File: config.mk
export PLATFORM = sky130hd
export DESIGN_NAME = score_tracker_flat
export DESIGN_NICKNAME = d
export VERILOG_FILES = /design/src/rtl/score_pkg.sv /design/src/rtl/score_tracker_if.sv /design/src/rtl/bin2bcd.sv /design/src/rtl/score_tracker.sv /design/src/flat_wrapper.sv
export SDC_FILE = /design/constraint.sdc
export NUM_CORES = 1
export LEC_CHECK = 0
export ABC_AREA = 1
export CORE_MARGIN = 3
export CORE_UTILIZATION = 50
export CTS_BUF_LIST = sky130_fd_sc_hd__clkbuf_8 sky130_fd_sc_hd__clkbuf_16
export CTS_CLUSTER_DIAMETER = 120
export DETAILED_ROUTE_END_ITERATION = 16
export PLACE_DENSITY = 0.75
export RECOVER_POWER = 50
export SKIP_LAST_GASP = 1
export SYNTH_ARGS = -nofsm -noshare
export SYNTH_HDL_FRONTEND = slang
export SYNTH_SLANG_ARGS = --single-unit
File: constraint.sdc
create_clock -name clk -period 3.97 [get_ports clk]
set_input_delay 0.397 -clock clk [delete_from_list [all_inputs] [get_ports clk]]
set_output_delay 0.397 -clock clk [all_outputs]
set_load 0.02 [all_outputs]
File: src/rtl/score_pkg.sv
// rtl/score_pkg.sv - shared types, constants and BCD helper for score_tracker
package score_pkg;

    typedef enum logic [1:0] {
        IDLE    = 2'd0,
        PLAY    = 2'd1,
        COMPARE = 2'd2,
        SHOW    = 2'd3
    } state_e;

    localparam int SCORE_W_DEF = 8;
    localparam int BCD_W       = 12;
    localparam int SCORE_MAX   = (1 << SCORE_W_DEF) - 1;

    // One double-dabble correction step: add 3 to every digit that is >= 5.
    function automatic logic [BCD_W-1:0] dabble_adj(input logic [BCD_W-1:0] v);
        logic [BCD_W-1:0] r;
        r = v;
        for (int i = 0; i < BCD_W / 4; i++) begin
            if (r[4*i +: 4] >= 4'd5) begin
                r[4*i +: 4] = r[4*i +: 4] + 4'd3;
            end
        end
        return r;
    endfunction

endpackage

File: src/rtl/score_tracker_if.sv
// rtl/score_tracker_if.sv - round control and score readout bundle; BCD signals exist only with SCORE_BCD_EN
interface score_tracker_if
    import score_pkg::*;
#(
    parameter int SCORE_W = SCORE_W_DEF
);
    logic               start;
    logic               point;
    logic               game_over;
    logic [SCORE_W-1:0] current_score;
    logic [SCORE_W-1:0] high_score;
    logic               playing;
    logic               result_valid;
    logic               new_record;
`ifdef SCORE_BCD_EN
    logic [BCD_W-1:0]   score_bcd;
    logic [BCD_W-1:0]   high_bcd;
    logic               bcd_valid;

    modport master (
        output start, point, game_over,
        input  current_score, high_score, playing, result_valid, new_record,
        input  score_bcd, high_bcd, bcd_valid
    );
    modport slave (
        input  start, point, game_over,
        output current_score, high_score, playing, result_valid, new_record,
        output score_bcd, high_bcd, bcd_valid
    );
`else
    modport master (
        output start, point, game_over,
        input  current_score, high_score, playing, result_valid, new_record
    );
    modport slave (
        input  start, point, game_over,
        output current_score, high_score, playing, result_valid, new_record
    );
`endif
endinterface

File: src/rtl/bin2bcd.sv
// rtl/bin2bcd.sv - sequential double-dabble converter, restarts whenever its input changes
module bin2bcd
    import score_pkg::*;
#(
    parameter int W = SCORE_W_DEF
) (
    input  logic             clk,
    input  logic             rst,
    input  logic [W-1:0]     bin,
    output logic [BCD_W-1:0] bcd,
    output logic             done
);
    localparam int CNT_W = $clog2(W + 1);

    logic [W-1:0]     last_q;
    logic [W-1:0]     sr_q;
    logic [BCD_W-1:0] acc_q;
    logic [BCD_W-1:0] bcd_q;
    logic [CNT_W-1:0] cnt_q;
    logic             busy_q;
    logic             done_q;
    logic [BCD_W-1:0] acc_next;

    assign acc_next = (dabble_adj(acc_q) << 1) | BCD_W'(sr_q[W-1]);

    always_ff @(posedge clk or posedge rst) begin
        if (rst) begin
            last_q <= '0;
            sr_q   <= '0;
            acc_q  <= '0;
            bcd_q  <= '0;
            cnt_q  <= CNT_W'(W);
            busy_q <= 1'b1;
            done_q <= 1'b0;
        end else if (bin != last_q) begin
            last_q <= bin;
            sr_q   <= bin;
            acc_q  <= '0;
            cnt_q  <= CNT_W'(W);
            busy_q <= 1'b1;
            done_q <= 1'b0;
        end else if (busy_q) begin
            sr_q  <= sr_q << 1;
            acc_q <= acc_next;
            cnt_q <= cnt_q - 1'b1;
            if (cnt_q == CNT_W'(1)) begin
                bcd_q  <= acc_next;
                busy_q <= 1'b0;
                done_q <= 1'b1;
            end
        end
    end

    // A fresh source value invalidates the result before the restart is registered.
    assign done = done_q && (bin == last_q);
    assign bcd  = bcd_q;

endmodule

File: src/rtl/score_tracker.sv
// rtl/score_tracker.sv - round score counter and high-score keeper; SCORE_BCD_EN adds BCD readouts
module score_tracker
    import score_pkg::*;
#(
    parameter int SCORE_W     = SCORE_W_DEF,
    parameter int HOLD_CYCLES = 4
) (
    input  logic           clk,
    input  logic           rst,
    score_tracker_if.slave bus
);
    localparam int                 CNT_W   = $clog2(HOLD_CYCLES + 1);
    localparam logic [SCORE_W-1:0] SAT_MAX = {SCORE_W{1'b1}};

    state_e             state_q;
    logic [SCORE_W-1:0] cur_q;
    logic [SCORE_W-1:0] high_q;
    logic               playing_q;
    logic               valid_q;
    logic               rec_q;
    logic [CNT_W-1:0]   hold_q;

    always_ff @(posedge clk or posedge rst) begin
        if (rst) begin
            state_q   <= IDLE;
            cur_q     <= '0;
            high_q    <= '0;
            playing_q <= 1'b0;
            valid_q   <= 1'b0;
            rec_q     <= 1'b0;
            hold_q    <= '0;
        end else begin
            case (state_q)
                IDLE: begin
                    if (bus.start) begin
                        cur_q     <= '0;
                        playing_q <= 1'b1;
                        state_q   <= PLAY;
                    end
                end
                PLAY: begin
                    if (bus.point && cur_q != SAT_MAX) begin
                        cur_q <= cur_q + 1'b1;
                    end
                    if (bus.game_over) begin
                        playing_q <= 1'b0;
                        state_q   <= COMPARE;
                    end
                end
                COMPARE: begin
                    if (cur_q > high_q) begin
                        high_q <= cur_q;
                        rec_q  <= 1'b1;
                    end else begin
                        rec_q  <= 1'b0;
                    end
                    valid_q <= 1'b1;
                    hold_q  <= CNT_W'(HOLD_CYCLES - 1);
                    state_q <= SHOW;
                end
                SHOW: begin
                    if (hold_q == '0) begin
                        valid_q <= 1'b0;
                        rec_q   <= 1'b0;
                        state_q <= IDLE;
                    end else begin
                        hold_q <= hold_q - 1'b1;
                    end
                end
                default: state_q <= IDLE;
            endcase
        end
    end

    assign bus.current_score = cur_q;
    assign bus.high_score    = high_q;
    assign bus.playing       = playing_q;
    assign bus.result_valid  = valid_q;
    assign bus.new_record    = rec_q;

`ifdef SCORE_BCD_EN
    logic score_done;
    logic high_done;

    bin2bcd #(.W(SCORE_W)) u_score_bcd (
        .clk  (clk),
        .rst  (rst),
        .bin  (cur_q),
        .bcd  (bus.score_bcd),
        .done (score_done)
    );

    bin2bcd #(.W(SCORE_W)) u_high_bcd (
        .clk  (clk),
        .rst  (rst),
        .bin  (high_q),
        .bcd  (bus.high_bcd),
        .done (high_done)
    );

    assign bus.bcd_valid = score_done && high_done;
`endif

endmodule

File: src/flat_wrapper.sv
// flat-port wrapper written by rule: the top's interface ports become plain ports
module score_tracker_flat import score_pkg::*;
#(
    parameter int SCORE_W     = SCORE_W_DEF,
    parameter int HOLD_CYCLES = 4
)
  (clk, rst, bus_start, bus_point, bus_game_over, bus_current_score, bus_high_score, bus_playing, bus_result_valid, bus_new_record);
  score_tracker_if #(.SCORE_W(SCORE_W)) bus_i ();
  input  logic clk;
  input  logic rst;
  input wire logic [$bits(bus_i.start)-1:0] bus_start;
  input wire logic [$bits(bus_i.point)-1:0] bus_point;
  input wire logic [$bits(bus_i.game_over)-1:0] bus_game_over;
  output wire logic [$bits(bus_i.current_score)-1:0] bus_current_score;
  output wire logic [$bits(bus_i.high_score)-1:0] bus_high_score;
  output wire logic [$bits(bus_i.playing)-1:0] bus_playing;
  output wire logic [$bits(bus_i.result_valid)-1:0] bus_result_valid;
  output wire logic [$bits(bus_i.new_record)-1:0] bus_new_record;
  assign bus_i.start = bus_start;
  assign bus_i.point = bus_point;
  assign bus_i.game_over = bus_game_over;
  assign bus_current_score = bus_i.current_score;
  assign bus_high_score = bus_i.high_score;
  assign bus_playing = bus_i.playing;
  assign bus_result_valid = bus_i.result_valid;
  assign bus_new_record = bus_i.new_record;
  score_tracker #(.SCORE_W(SCORE_W), .HOLD_CYCLES(HOLD_CYCLES)) u_core (.clk(clk), .rst(rst), .bus(bus_i));
endmodule
==> metrics.md, run 1 <==
| Metric | Value |
|---|---|
| Mapped cell area | `approximately 1500 um2` |
| Area leader, netlist | `dfrtp_1` |
| F_max | `around 0.55 GHz` |
| Initial DRT Pass Iterations | `4` |
| H-tree depth | `1` |
| CP top delay family | `buffers and inverters` |
| Clock insertion delay at the later pin of the skew report | `about 0.26 ns` |
| Post-CTS Hold Buffers | `0` |
| Post_cts resized | `0` |
| Port Buffers | `23` |
| Hold_sp | `u_core.hold_q[0]$_DFFE_PP0P_` |
| Remaining DRCs | `0` |
| Post-route clock period utilization | `0.4569` |
| Die H | `60.55 um` |
| Clock tree buffer depth | `2` |
| Clock Skew | `0.006433 ns` |
| Post-Layout Cell Count | `233` |
| Critical Path RT | `~3.6 ns` |
| Layout fillers | `between 200 and 250` |
| Synth Instances | `~180` |
| Synthesis-to-layout area growth | `21.03%` |
| Worst path max stage delay | `roughly 0.66 ns` |
| Slew Viols, Final | `0` |
| Num ports | `24` |
| Nets | `224` |
| Worst path depth | `1` |
| Critical R2R Launch | `u_core.bus.current_score[7]$_DFFE_PP0P_` |
| Yosys reg bits | `24` |
| Initial Util | `0.5303` |
| Setup bufs post-CTS | `0` |
| Layout cells sized above 1 | `0.08416` |
| Hold Crit Depth | `1` |
| Pleak | `approximately 0.86 nW` |
| Chip width | `between 60 and 70 um` |
| Worst hold path class | `flop to flop` |
| CP startpoint | `u_core.bus.current_score[5]$_DFFE_PP0P_` |
| Syn_area_per_cell | `around 8.5 um2` |
| # rows | `19` |
| Vias | `about 1,200` |
| CP endpoint kind | `output pin` |
| Final core occ | `0.6418` |
| Crit path max fanout | `8` |
| Remaining Overflow, GRT | `0` |
| Max capacitance violation total | `0` |
| CTS root buf | `clkbuf_8` |
| Worst-margin pin slew | `approximately 0.89 ns` |
| Ys Warns | `0` |
| Initial antenna violation count | `0` |
| Post-DP HPWL | `about 2300 um` |
| Critical-path cell list | `clkdlybuf4s50_1` |
| Synth area leaders | `dfrtp_1 (40%), ha_1 (13%), nand2_1 (12%)` |
| Final ANT Viol Nets | `0` |
| Largest net degree at the start of global routing | `25` |
| Max IR drop VDD | `374.3 uV` |
| Max-slew headroom | `0.4092` |
| Syn_nets | `slightly below 200` |
| Critical path's slowest cell | `clkdlybuf4s50_1` |
| Ant diodes | `0` |
| All-Layer GR Usage | `0.1784` |
| Crit Path Class | `flop to output pin` |
| R2R depth | `8` |
| Seq/Total Area, Yosys | `0.4037` |
| CP Launch Type | `flop` |
| 1st-iter DRT viols | `45` |
| PwrDens | `roughly 640 nW/um2` |
| Num CTS Buffers | `3` |
| Via/cell ratio | `about 5.3` |
| Vias in the first global route | `around 1,200` |
| TritonCTS clock tree | `yes` |
| Full die area | `about 3700 um2` |
| Final WL | `2878 um` |
| Data arrival, critical path | `1.42 ns` |
| Setup violations, final | `0` |
| GPL Wtd Cong | `0.9063` |
| First-pass GRT wire length | `about 5000 um` |
| CTS sink count | `24` |
| Core area | `2805 um2` |
| Count of cell types in the netlist | `27` |
| Final hold violations | `0` |
| Crit path time final | `roughly 1.8 ns` |
| DR WL/cell | `between 10 and 15 um` |
| Clock-pin slew on the worst setup and hold paths | `about 0.08 ns` |
| Outcome | `completed` |
| Unrepaired setup endpoints after global routing | `no` |
| TNS Setup | `0 ns` |
| Synth top area share | `0.4037` |
| WP buf/inv | `1` |
| Placed cell count | `229` |
-- where the power goes --
part | internal [mW] | leakage [nW] | switching (mW)
combinational | 0.221 | 0.515 | 0.413
sequential | 0.307 | 0.316 | 0.0525
clock | 0.0883 | 0.0288 | 0.0727
total | 0.616 | 0.861 | 0.538
-- placed cells by master (no fill, tap or decap) --
| master | n |
|---|---|
| nand3_4 | 1 |
| o21ai_2 | 1 |
| o21ai_0 | 10 |
| clkbuf_8 | 4 |
| inv_2 | 2 |
| xor2_1 | 2 |
| clkdlybuf4s50_1 | 20 |
| nand2_1 | 47 |
| o21ai_1 | 6 |
| nor3b_1 | 2 |
| nor3_2 | 2 |
| xnor2_1 | 2 |
| nand2_4 | 2 |
| dfrtp_1 | 24 |
| clkinv_4 | 1 |
| o22ai_1 | 1 |
| ha_1 | 16 |
| nand4_4 | 1 |
| nor2_1 | 7 |
| nor2_2 | 1 |
| dlygate4sd3_1 | 3 |
| a21o_1 | 1 |
| nand3_2 | 1 |
| inv_1 | 24 |
| nand4_1 | 8 |
| nand2_2 | 1 |
| nand3_1 | 7 |
| a21oi_1 | 5 |
-- path summary, 6_finish.rpt --
check | end | slack (ns)
max | bus_current_score[5] | 2.16
min | u_core.hold_q[0]$_DFFE_PP0P_ | 0.49
max reg2reg | u_core.bus.high_score[2]$_DFFE_PP0P_ | 2.28
min reg2reg | u_core.hold_q[0]$_DFFE_PP0P_ | 0.49
max in group asynchronous | u_core.bus.high_score[2]$_DFFE_PP0P_ | 2.66
min in group asynchronous | u_core.bus.high_score[6]$_DFFE_PP0P_ | 0.77
-- per-layer routing --
| layer | vias to the layer above | global-route usage | part of all wire |
|---|---|---|---|
| li1 | 625 | - | - |
| met1 | 582 | 0.2414 | 0.46 |
| met2 | 33 | 0.2994 | 0.48 |
| met3 | 2 | 0.02766 | 0.047 |
| met4 | 0 | 0.04644 | 0.0035 |
| met5 | - | 0 | 0 |
-- kinds of logic after synthesis --
logic type,share of synthesized area
flip-flops,0.4037
AND/OR/NAND/NOR,0.2784
adder cells (fa/ha/maj),0.1346
XOR/XNOR,0.02355
buffers and inverters,0.07401
AO/OA/AOI/OAI,0.08579
-- cell usage after synthesis, drive strengths merged --
master and count:
dfrtp 24, xnor2 2, clkinv 1, nor3 2
nor3b 2, nor2 8, nand4 9, clkbuf 1
a21o 1, inv 26, o22ai 1, nand2 50
xor2 2, a21oi 5, ha 16, nand3 9
o21ai 17
-- cell type report --
type,instances,area (um2),share of cell area
repair buffers,23,230.2,0.1279
well taps,31,38.79,0.02154
flip-flops and latches,24,600.6,0.3336
clock buffers,4,55.05,0.03058
inverters,27,106.4,0.05907
multi-input cells,124,769.5,0.4274
-- sequential cells by signal, indices dropped and copies added (netlist names) --
signal	flops
u_core.bus.result_valid	1
u_core.bus.new_record	1
u_core.bus.playing	1
u_core.hold_q	3
u_core.state_q	2
u_core.bus.high_score	8
u_core.bus.current_score	8
-- through the flow --
step	hold WS [ns]	area, um2	total power, mW	setup slack (ns)
floorplan	0.4116	1488	0.8205	2.379
global route	0.5138	1800	1.261	2.090
global placement	0.4569	1753	0.9798	2.295
CTS	0.4960	1808	1.173	2.146
finish	0.4946	1800	1.154	2.156
detailed placement	0.4754	1753	1.007	2.249
No activity file was read; power rests on OpenSTA's default activity.
==> inputs of run 2 (changes only) <==
==> constraint.sdc (replaced) <==
create_clock -name clk -period 1.7 [get_ports clk]
set_input_delay 0.17 -clock clk [delete_from_list [all_inputs] [get_ports clk]]
set_output_delay 0.17 -clock clk [all_outputs]
set_load 0.02 [all_outputs]
==> metrics.md, run 2 (synthesis results as in run 1) <==
| Metric | Value |
|---|---|
| Final WL | `around 3200 um` |
| Clock insertion delay at the later pin of the skew report | `~0.26 ns` |
| CTS root buf | `clkbuf_8` |
| All-Layer GR Usage | `0.1901` |
| Met2 WL | `1607 um` |
| Met3 wire len | `around 150 um` |
| Worst hold path class | `flop to flop` |
| Full die area | `3666 um2` |
| Largest net degree at the start of global routing | `25` |
| Post-route clock period utilization | `0.9468` |
| CP top delay family | `simple AND/OR/NAND/NOR gates` |
| Worst-margin pin slew | `about 0.60 ns` |
| GPL Wtd Cong | `0.8586` |
| Pleak | `0.9081 nW` |
| Clock-pin slew on the worst setup and hold paths | `~0.08 ns` |
| CTS sink count | `24` |
| Commonest cells after routing, fill and taps aside | `nand2_1 (46), inv_1 (24), dfrtp_1 (24)` |
| Clock Skew | `approximately 0.0023 ns` |
| 1st-iter DRT viols | `46` |
| Die H | `60.55 um` |
| Clock tree buffer depth | `2` |
| Cell Area, Placed | `between 1500 and 2000 um2` |
| CP endpoint kind | `flop` |
| Max layer used | `met4` |
| Worst path depth | `9` |
| Final instance area | `around 1900 um2` |
| Initial Util | `0.5303` |
| WP buf/inv | `1` |
| Outcome | `completed` |
| Pre-CTS WS | `approximately 0.061 ns` |
| F_max | `0.6213 GHz` |
| Initial antenna violation count | `0` |
| Post-DP HPWL | `2547 um` |
| Commonest non-fill, non-tap cell in the layout | `nand2_1` |
| Initial DRT Pass Iterations | `4` |
| R2R depth | `9` |
| CP endpoint | `u_core.bus.high_score[1]$_DFFE_PP0P_` |
| Vias | `roughly 1,300` |
| PwrDens | `~1400 nW/um2` |
| Crit path time final | `1.610 ns` |
| Ant diodes | `0` |
| Setup bufs post-CTS | `0` |
| First-pass GRT wire length | `roughly 5400 um` |
| Chip width | `roughly 61 um` |
| Remaining Overflow, GRT | `0` |
| Max-slew headroom | `0.5968` |
| CP Launch Type | `flop` |
| Most common cell on crit path | `nand2_1` |
| Via/cell ratio | `~5.3` |
| Max IR drop VDD | `1100 uV` |
| Nets | `233` |
| Final ANT Viol Nets | `0` |
| Final hold violations | `0` |
| Num CTS Buffers | `3` |
| Worst path max stage delay | `0.39 ns` |
| Layout fillers | `between 200 and 250` |
| TritonCTS clock tree | `yes` |
| CP startpoint | `u_core.bus.high_score[7]$_DFFE_PP0P_` |
| Critical-path cell list | `inv_1 > ha_1 > nand2_1 > nor2_4 > nand2_2 > nand2_4 > nand3_4 > nand2_1 > nand2_1` |
| Final core occ | `0.6659` |
| Worst R2R End | `u_core.bus.high_score[1]$_DFFE_PP0P_` |
| R2r setup slk | `a little over 0.09 ns` |
| Num ports | `24` |
| Layout cells sized above 1 | `0.1381` |
| Data arrival, critical path | `between 1.5 and 2 ns` |
| Hold_sp | `u_core.bus.result_valid$_DFFE_PP0P_` |
| Port Buffers | `23` |
| Slew Viols, Final | `0` |
| Post-CTS Hold Buffers | `0` |
| Post_cts resized | `0` |
| Crit Path Class | `flop to flop` |
| DR WL/cell | `around 13 um` |
| H-tree depth | `1` |
| # rows | `19` |
| PnR worst setup slack | `approximately 0.090 ns` |
| Worst hold slack | `approximately 0.48 ns` |
| Synthesis-to-layout area growth | `25.57%` |
| TNS Setup | `0 ns` |
| Critical path's slowest cell | `dfrtp_1` |
| Core area | `2805 um2` |
| M1 WL | `around 1400 um` |
| Max capacitance violation total | `0` |
| Critical R2R Launch | `u_core.bus.high_score[7]$_DFFE_PP0P_` |
| Crit path max fanout | `8` |
| Critical Path RT | `roughly 1.9 ns` |
| Setup violations, final | `0` |
| Remaining DRCs | `0` |
| Vias in the first global route | `between 1,000 and 1,500` |
-- run 2: layout make-up --
class                   instances  area [um2]  share of cell area
multi-input cells             125       793.3              0.4246
inverters                      27       106.4             0.05693
clock buffers                   3       41.29             0.02210
well taps                      31       38.79             0.02076
flip-flops and latches         24       600.6              0.3215
repair buffers                 31       287.8              0.1541
-- run 2: worst min path at each step --
stage / to / slack, ns / cells past startpoint
floorplan: u_core.bus.current_score[0]$_DFFE_PP0P_ / 0.18 / 1
global placement: u_core.bus.result_valid$_DFFE_PP0P_ / 0.46 / 2
detailed placement: u_core.bus.result_valid$_DFFE_PP0P_ / 0.47 / 2
CTS: u_core.bus.new_record$_DFFE_PP0P_ / 0.26 / 3
global route: u_core.hold_q[0]$_DFFE_PP0P_ / 0.51 / 1
finish: u_core.bus.result_valid$_DFFE_PP0P_ / 0.48 / 2
-- run 2: power breakdown --
part | internal [mW] | switching (mW)
combinational | 0.541 | 1.01
sequential | 0.716 | 0.107
clock | 0.158 | 0.174
total | 1.42 | 1.29
-- run 2: per-stage QoR --
step | std cells | total power [mW]
floorplan | 176 | 1.916
global placement | 237 | 2.269
detailed placement | 237 | 2.338
CTS | 240 | 2.675
global route | 241 | 2.932
finish | 241 | 2.702
-- run 2: worst reg2reg max path: stages (launching register included) --
cell and delay, ns:
dfrtp_1 0.39, inv_1 0.06, ha_1 0.30, nand2_1 0.11
nor2_4 0.17, nand2_2 0.11, nand2_4 0.10, nand3_4 0.11
nand2_1 0.11, nand2_1 0.06
-- run 2: metal layers --
metal / GRT usage / up-vias
met3: 0.02553 / 2
met4: 0.03715 / 0
met1: 0.2579 / 607
met2: 0.3272 / 31
li1: - / 648
met5: 0 / -
